==> src/rtl/mat_bus_pkg.sv <==
// Shared definitions for the matrix-sequencer bus master: register map,
// default operand bases, FSM state encoding and the bus command payload.
package mat_bus_pkg;

    localparam int unsigned ADDR_W     = 8;
    localparam int unsigned DATA_W     = 32;
    localparam int unsigned FEED_CNT_W = 4;

    // Default operand locations in memory
    localparam logic [ADDR_W-1:0] DEF_A_BASE = 8'h20;
    localparam logic [ADDR_W-1:0] DEF_B_BASE = 8'h40;

    // Accelerator register map
    localparam logic [ADDR_W-1:0] REG_A_FEED = 8'h00;
    localparam logic [ADDR_W-1:0] REG_B_FEED = 8'h01;
    localparam logic [ADDR_W-1:0] REG_INT_EN = 8'h02;
    localparam logic [ADDR_W-1:0] REG_MUL_GO = 8'h03;
    localparam logic [ADDR_W-1:0] REG_ADD_GO = 8'h04;
    localparam logic [ADDR_W-1:0] REG_CLR    = 8'h05;
    localparam logic [ADDR_W-1:0] REG_RESULT = 8'h06;

    typedef enum logic [3:0] {
        IDLE     = 4'd0,
        FEED_RD  = 4'd1,
        FEED_WR  = 4'd2,
        MUL_GO   = 4'd3,
        MUL_WAIT = 4'd4,
        INT_EN   = 4'd5,
        ADD_GO   = 4'd6,
        ADD_WAIT = 4'd7,
        RF_RD    = 4'd8,
        CLR      = 4'd9,
        DONE     = 4'd10,
        ERR      = 4'd11
    } state_t;

    typedef struct packed {
        logic              req;
        logic              wr;
        logic [ADDR_W-1:0] addr;
        logic [DATA_W-1:0] data;
    } bus_cmd_t;

    // Build a requesting write command
    function automatic bus_cmd_t bus_write(input logic [ADDR_W-1:0] a,
                                           input logic [DATA_W-1:0] d);
        bus_cmd_t c;
        c.req  = 1'b1;
        c.wr   = 1'b1;
        c.addr = a;
        c.data = d;
        return c;
    endfunction

endpackage

==> src/rtl/mat_feed_addr_gen.sv <==
// Maps the 4-bit feed-pair counter to the operand read address and the
// feed register it is written to.
//   cnt       : feed pair index 0..15
//   rd_addr_c : memory address to read (A for pairs 0-7, B for pairs 8-15)
//   wr_addr_c : feed register target (A feed or B feed)
module mat_feed_addr_gen
    import mat_bus_pkg::*;
#(
    parameter logic [ADDR_W-1:0] A_BASE = DEF_A_BASE,
    parameter logic [ADDR_W-1:0] B_BASE = DEF_B_BASE
) (
    input  logic [FEED_CNT_W-1:0] cnt,
    output logic [ADDR_W-1:0]     rd_addr_c,
    output logic [ADDR_W-1:0]     wr_addr_c
);

    logic [1:0] offset;

    // A is walked 0,1,0,1,2,3,2,3 (rows repeated); B is walked 0..3 twice
    always_comb begin
        if (cnt[FEED_CNT_W-1]) begin
            offset    = cnt[1:0];
            rd_addr_c = B_BASE + ADDR_W'(offset);
            wr_addr_c = REG_B_FEED;
        end else begin
            offset    = {cnt[2], cnt[0]};
            rd_addr_c = A_BASE + ADDR_W'(offset);
            wr_addr_c = REG_A_FEED;
        end
    end

endmodule

==> src/rtl/mat_seq_master.sv <==
// Bus master that sequences one 2x2 matrix multiply job on the accelerator:
// feeds A and B from memory, kicks the multiplier, enables the interrupt,
// kicks the adder, reads the result register and clears the accelerator.
//   clk, reset           : clock, async active-high reset
//   start                : one-cycle job request (accepted in IDLE/DONE/ERR)
//   M_req/M_grant        : arbiter handshake; a bus step completes on grant
//   M_wr/M_address/M_dout: bus command (registered)
//   M_din                : read data, valid the cycle after a granted read
//   multi_opdone         : multiplier finished level
//   m_interrupt          : adder/write-back finished level
//   busy/done/err        : job status (done is a pulse, err is sticky)
module mat_seq_master
    import mat_bus_pkg::*;
#(
    parameter logic [ADDR_W-1:0] A_BASE = DEF_A_BASE,
    parameter logic [ADDR_W-1:0] B_BASE = DEF_B_BASE,
    parameter int unsigned       TMO_W  = 8
) (
    input  logic              clk,
    input  logic              reset,
    input  logic              start,
    output logic              M_req,
    input  logic              M_grant,
    output logic              M_wr,
    output logic [ADDR_W-1:0] M_address,
    output logic [DATA_W-1:0] M_dout,
    input  logic [DATA_W-1:0] M_din,
    input  logic              multi_opdone,
    input  logic              m_interrupt,
    output logic              busy,
    output logic              done,
    output logic              err
);

    // Timeout fires on the cycle the counter would reach 2^TMO_W-1
    localparam logic [TMO_W-1:0]      TMO_LAST  = {{(TMO_W-1){1'b1}}, 1'b0};
    localparam logic [FEED_CNT_W-1:0] FEED_LAST = '1;

    state_t                  state, state_n;
    logic [FEED_CNT_W-1:0]   feed_cnt, feed_cnt_n;
    logic                    rd_phase, rd_phase_n;
    logic [TMO_W-1:0]        tmo_cnt, tmo_cnt_n;
    logic                    accept_c;
    bus_cmd_t                cmd, cmd_n;
    logic                    busy_n, done_n, err_n;
    logic [ADDR_W-1:0]       feed_rd_addr_c, feed_wr_addr_c;

    // Addresses for the pair about to be presented
    mat_feed_addr_gen #(
        .A_BASE (A_BASE),
        .B_BASE (B_BASE)
    ) u_feed_addr_gen (
        .cnt       (feed_cnt_n),
        .rd_addr_c (feed_rd_addr_c),
        .wr_addr_c (feed_wr_addr_c)
    );

    // Next-state logic. FEED_RD has two granted phases: address, then the
    // cycle in which the returned read data is captured.
    always_comb begin
        state_n    = state;
        feed_cnt_n = feed_cnt;
        rd_phase_n = rd_phase;
        tmo_cnt_n  = tmo_cnt;
        accept_c   = 1'b0;
        case (state)
            IDLE, DONE, ERR: begin
                if (start) begin
                    accept_c   = 1'b1;
                    state_n    = FEED_RD;
                    feed_cnt_n = '0;
                    rd_phase_n = 1'b0;
                end
            end
            FEED_RD: begin
                if (M_grant) begin
                    if (rd_phase) begin
                        rd_phase_n = 1'b0;
                        state_n    = FEED_WR;
                    end else begin
                        rd_phase_n = 1'b1;
                    end
                end
            end
            FEED_WR: begin
                if (M_grant) begin
                    if (feed_cnt == FEED_LAST) begin
                        state_n = MUL_GO;
                    end else begin
                        feed_cnt_n = feed_cnt + FEED_CNT_W'(1);
                        state_n    = FEED_RD;
                    end
                end
            end
            MUL_GO: begin
                if (M_grant) begin
                    state_n   = MUL_WAIT;
                    tmo_cnt_n = '0;
                end
            end
            MUL_WAIT: begin
                if (multi_opdone) begin
                    state_n = INT_EN;
                end else begin
                    tmo_cnt_n = tmo_cnt + TMO_W'(1);
                    if (tmo_cnt == TMO_LAST) state_n = ERR;
                end
            end
            INT_EN: begin
                if (M_grant) state_n = ADD_GO;
            end
            ADD_GO: begin
                if (M_grant) begin
                    state_n   = ADD_WAIT;
                    tmo_cnt_n = '0;
                end
            end
            ADD_WAIT: begin
                if (m_interrupt) begin
                    state_n = RF_RD;
                end else begin
                    tmo_cnt_n = tmo_cnt + TMO_W'(1);
                    if (tmo_cnt == TMO_LAST) state_n = ERR;
                end
            end
            RF_RD: begin
                if (M_grant) state_n = CLR;
            end
            CLR: begin
                if (M_grant) state_n = DONE;
            end
            default: state_n = IDLE;
        endcase
    end

    // Output decode from the next state so bus outputs are registered and
    // aligned with the state they belong to; address/data hold otherwise.
    always_comb begin
        cmd_n     = cmd;
        cmd_n.req = 1'b0;
        cmd_n.wr  = 1'b0;
        busy_n    = 1'b1;
        done_n    = 1'b0;
        err_n     = err;
        if (accept_c) err_n = 1'b0;
        case (state_n)
            FEED_RD: begin
                cmd_n.req  = 1'b1;
                cmd_n.addr = feed_rd_addr_c;
            end
            FEED_WR: begin
                cmd_n.req  = 1'b1;
                cmd_n.wr   = 1'b1;
                cmd_n.addr = feed_wr_addr_c;
                if (state == FEED_RD) cmd_n.data = M_din;
            end
            MUL_GO:  cmd_n = bus_write(REG_MUL_GO, DATA_W'(1));
            INT_EN:  cmd_n = bus_write(REG_INT_EN, DATA_W'(1));
            ADD_GO:  cmd_n = bus_write(REG_ADD_GO, DATA_W'(1));
            RF_RD: begin
                cmd_n.req  = 1'b1;
                cmd_n.addr = REG_RESULT;
            end
            CLR:     cmd_n = bus_write(REG_CLR, DATA_W'(1));
            IDLE:    busy_n = 1'b0;
            DONE: begin
                busy_n = 1'b0;
                done_n = (state != DONE);
            end
            ERR: begin
                busy_n = 1'b0;
                err_n  = 1'b1;
            end
            default: ;
        endcase
    end

    // State and output registers
    always_ff @(posedge clk or posedge reset) begin
        if (reset) begin
            state    <= IDLE;
            feed_cnt <= '0;
            rd_phase <= 1'b0;
            tmo_cnt  <= '0;
            cmd      <= '0;
            busy     <= 1'b0;
            done     <= 1'b0;
            err      <= 1'b0;
        end else begin
            state    <= state_n;
            feed_cnt <= feed_cnt_n;
            rd_phase <= rd_phase_n;
            tmo_cnt  <= tmo_cnt_n;
            cmd      <= cmd_n;
            busy     <= busy_n;
            done     <= done_n;
            err      <= err_n;
        end
    end

    assign M_req     = cmd.req;
    assign M_wr      = cmd.wr;
    assign M_address = cmd.addr;
    assign M_dout    = cmd.data;

endmodule

==> config.mk <==
export PLATFORM = sky130hd
export DESIGN_NAME = mat_seq_master
export DESIGN_NICKNAME = d
export VERILOG_FILES = /design/src/rtl/mat_bus_pkg.sv /design/src/rtl/mat_feed_addr_gen.sv /design/src/rtl/mat_seq_master.sv
export SDC_FILE = /design/constraint.sdc
export NUM_CORES = 1
export LEC_CHECK = 0
export ABC_AREA = 1
export CAP_MARGIN = 20
export CORE_UTILIZATION = 45
export CTS_BUF_LIST = sky130_fd_sc_hd__clkbuf_16
export DETAILED_ROUTE_END_ITERATION = 6
export GPL_ROUTABILITY_DRIVEN = 1
export HOLD_SLACK_MARGIN = 0.02
export PLACE_DENSITY = 0.7
export SETUP_SLACK_MARGIN = 0.02
export SYNTH_ARGS = -nofsm -noshare
export SYNTH_HDL_FRONTEND = slang
export SYNTH_HIERARCHICAL = 1
export SYNTH_SLANG_ARGS = --single-unit
==> constraint.sdc <==
create_clock -name clk -period 6.05 [get_ports clk]
set_input_delay 1.5125 -clock clk [delete_from_list [all_inputs] [get_ports clk]]
set_output_delay 1.5125 -clock clk [all_outputs]
set_load 0.01 [all_outputs]
==> impl_metrics.py <==
metrics = {
    "clocking": {
        "cts_resized": 0,
        "clock_tree.root_cell": "sky130_fd_sc_hd__clkbuf_16",
        "path_clk_slew_ns": 0.06,
        "post-cts-setup-buffers": 0,
        "tritoncts.num_buffers": 9,
        "clockBufferDepth": 2,
        "clock_tree_from_tritoncts": "done",
        "later_pin_clock_latency_in_the_skew_report_ns": 0.32,
        "cts_sinks": 62,
        "hold_buffers": 0,
        "cts.htree.levels": 3,
    },
    "global_route": {
        "grt_util_all_layers": 0.197,
        "overall_overflow_remaining_after_global_route": 0,
        "via_count_of_the_first_global_routing_pass": 2725,
        "wire_length_of_the_first_global_routing_pass_um": 12900,
        "grt_start_max_net_pins": 65,
        "antenna_found_initial": 0,
    },
    "timing": {
        "maxSlewHeadroom": 0.438,
        "setup_viol": 0,
        "worst_clock_skew_ns": 0.00615,
        "fin_tns_setup_ns": 0,
        "post-route-min-period_ns": 4.24,
        "final-hold-violation-count": 0,
        "period_share": 0.701,
        "achievable-frequency_ghz": 0.236,
        "slew_violations": 0,
        "worst_pin_slew_ns": 0.840,
        "rsz0062_at_grt": "no",
    },
    "synth": {
        "synth_cell_type_count": 36,
        "edff_count_synth": 0,
        "post_synth_instance_area_sq_um": 3480,
        "synthesis.instances": 433,
        "async_reset_ff_frac": 1.00,
        "yosys_register_bits": 62,
        "synth-warning-count": 6,
        "yosysSeqAreaShare": 0.446,
        "yosys_most_used_dff": "sky130_fd_sc_hd__dfrtp_1",
        "avgSynthCellArea_sq_um": 8.03,
    },
    "power_and_ir_drop": {
        "part_of_the_total_power_dissipated_in_sequential_elements": 0.242,
        "cellPowerDensity_nw_per_um2": 598,
        "power.leakage_nw": 2.28,
        "p_switching_w": 0.00129,
        "switching_share": 0.469,
        "worst_ir_drop_vdd_uv": 702,
        "p_comb_frac": 0.571,
        "cell_internal_pwr_w": 0.00146,
        "power.share.clock": 0.187,
    },
    "routing": {
        "post-route-drc-count": 0,
        "detailedRoute.firstPassIterationCount": 4,
        "final_antenna_net_count": 0,
        "vias_per_cell": 4.99,
        "via_count": 3068,
        "detailedRoute.firstIterationViolations": 110,
        "wl_um": 8000,
        "routed_wire_length_per_instance_um": 13.0,
    },
    "layout": {
        "postLayoutCellArea_sq_um": 4590,
        "layout.nets": 552,
        "final_common_cell": "sky130_fd_sc_hd__nand2_1",
        "antenna-diode-count": 0,
        "layout-drive-gt1-share": 0.132,
        "most-common-layout-cells": "sky130_fd_sc_hd__nand2_1 (126), sky130_fd_sc_hd__clkdlybuf4s50_1 (82), sky130_fd_sc_hd__nand3_1 (78)",
        "synthToLayoutAreaGrowth_pct": 32.0,
    },
    "setup_path": {
        "criticalPathCategory": "primary input to flip-flop",
        "timing.critical_path.arrival_ns": 4.49,
        "data_required_time_of_the_critical_path_ns": 6.30,
        "worst-r2r-setup-slack_ns": 2.99,
        "crit_path_end_kind": "flip-flop",
        "crit_path_start_kind": "primary input",
        "worst-path-max-fanout": 64,
    },
    "floorplan": {
        "fp.dieW_um": 89.9,
        "floorplan.io_pins": 83,
        "effective_utilization_at_floorplan": 0.472,
        "placementRows": 31,
        "fp.coreArea_sq_um": 7370,
        "die_area_sq_um": 8080,
        "chipHeight_um": 89.9,
    },
    "run": {
        "maxCapViolations": 0,
    },
    "placement": {
        "gp_congestion": 0.967,
        "place.detailed.hpwl_um": 5590,
        "port-buffer-count": 82,
        "placed_cell_area_sq_um": 4260,
    },
    "worst_hold_path": {
        "holdCritPathClass": "flip-flop to flip-flop",
    },
    "status": {
        "status": "finished clean",
    },
}
-- kinds of logic after synthesis --
| group | after synthesis | synth area share |
|---|---|---|
| and+or+nand+nor | 275 | 0.397 |
| buffers and inverters | 62 | 0.0975 |
| xor gates and xnor gates | 1 | 0.00252 |
| other | 1 | 0.00108 |
| AOI/OAI and AO/OA | 29 | 0.0453 |
| adders and majority gates | 3 | 0.0108 |
| DFF | 62 | 0.446 |
-- registers in the layout, indices dropped and copies added (netlist names), 4 cells and up --
name / count
state: 4
M_address: 8
M_dout: 32
tmo_cnt: 8
feed_cnt: 4
-- layer usage --
layer	track usage	part of all wire
met3	0.0406	0.045
met1	0.262	0.46
met4	0.0699	0.0087
met5	0	0
met2	0.321	0.49
-- layout make-up --
class,instances,area (sq um)
clock inverters,7,73.8
fillers,673,2780
repair buffers,84,856
well taps,99,124
inverters,35,134
flip-flops and latches,62,1550
clock buffers,9,225
multi-input cells,319,1620
-- final timing paths --
| path | cells past startpoint | end | from |
|---|---|---|---|
| setup / recovery | 11 | M_dout[12] | M_grant |
| hold / removal | 2 | M_address[1] | M_address[1] |
| setup reg to reg | 12 | M_dout[12] | state[0] |
| hold reg to reg | 2 | M_address[1] | M_address[1] |
| max in group asynchronous | 3 | M_address[6] | reset |
| min in group asynchronous | 3 | M_dout[22] | reset |
-- power by group through the flow --
stage | clock (W) | sequential (W) | combinational [W]
after detailed placement | 0 | 0.000671 | 0.00155
after floorplan | 0 | 0.000707 | 0.00122
after global placement | 0 | 0.000667 | 0.00153
final | 0.000513 | 0.000665 | 0.00157
after CTS | 0.000522 | 0.000665 | 0.00157
after global routing | 0.000539 | 0.000681 | 0.00173
-- critical path, cell delays in order --
cell and delay [ns]:
sky130_fd_sc_hd__clkdlybuf4s50_1 0.62, sky130_fd_sc_hd__nand2_1 0.16, sky130_fd_sc_hd__nor2_4 0.68, sky130_fd_sc_hd__nor2_1 0.15, sky130_fd_sc_hd__nand3_1 0.14, sky130_fd_sc_hd__nor2_2 0.07
sky130_fd_sc_hd__nand3_2 0.10, sky130_fd_sc_hd__nand2_4 0.10, sky130_fd_sc_hd__nor2_8 0.64, sky130_fd_sc_hd__nand3_1 0.19, sky130_fd_sc_hd__nand2_1 0.10
-- synth_stat cells (all sizes together), types with 2 or more instances --
| library cell | count | area [sq um] |
|---|---|---|
| nand2 | 141 | 592 |
| o21ai | 10 | 50.1 |
| dfrtp | 62 | 1550 |
| o22ai | 4 | 25.0 |
| clkbuf | 2 | 7.51 |
| inv | 34 | 130 |
| buf | 25 | 198 |
| nand4 | 5 | 37.5 |
| ha | 3 | 37.5 |
| nand3 | 91 | 520 |
| nor3 | 4 | 20.0 |
| nor2 | 30 | 183 |
| a21oi | 12 | 60.1 |
-- through the flow --
step,setup slack (ns),power (W),cells,hold slack (ns),utilization
after CTS,1.84,0.00275,614,0.491,0.619
after detailed placement,1.52,0.00222,598,0.466,0.578
final,1.81,0.00274,615,0.483,0.623
after floorplan,3.00,0.00193,443,0.460,-
after global routing,1.48,0.00295,615,0.507,0.623
after global placement,1.61,0.00220,598,0.469,0.578
No activity file was read; power rests on OpenSTA's default activity.
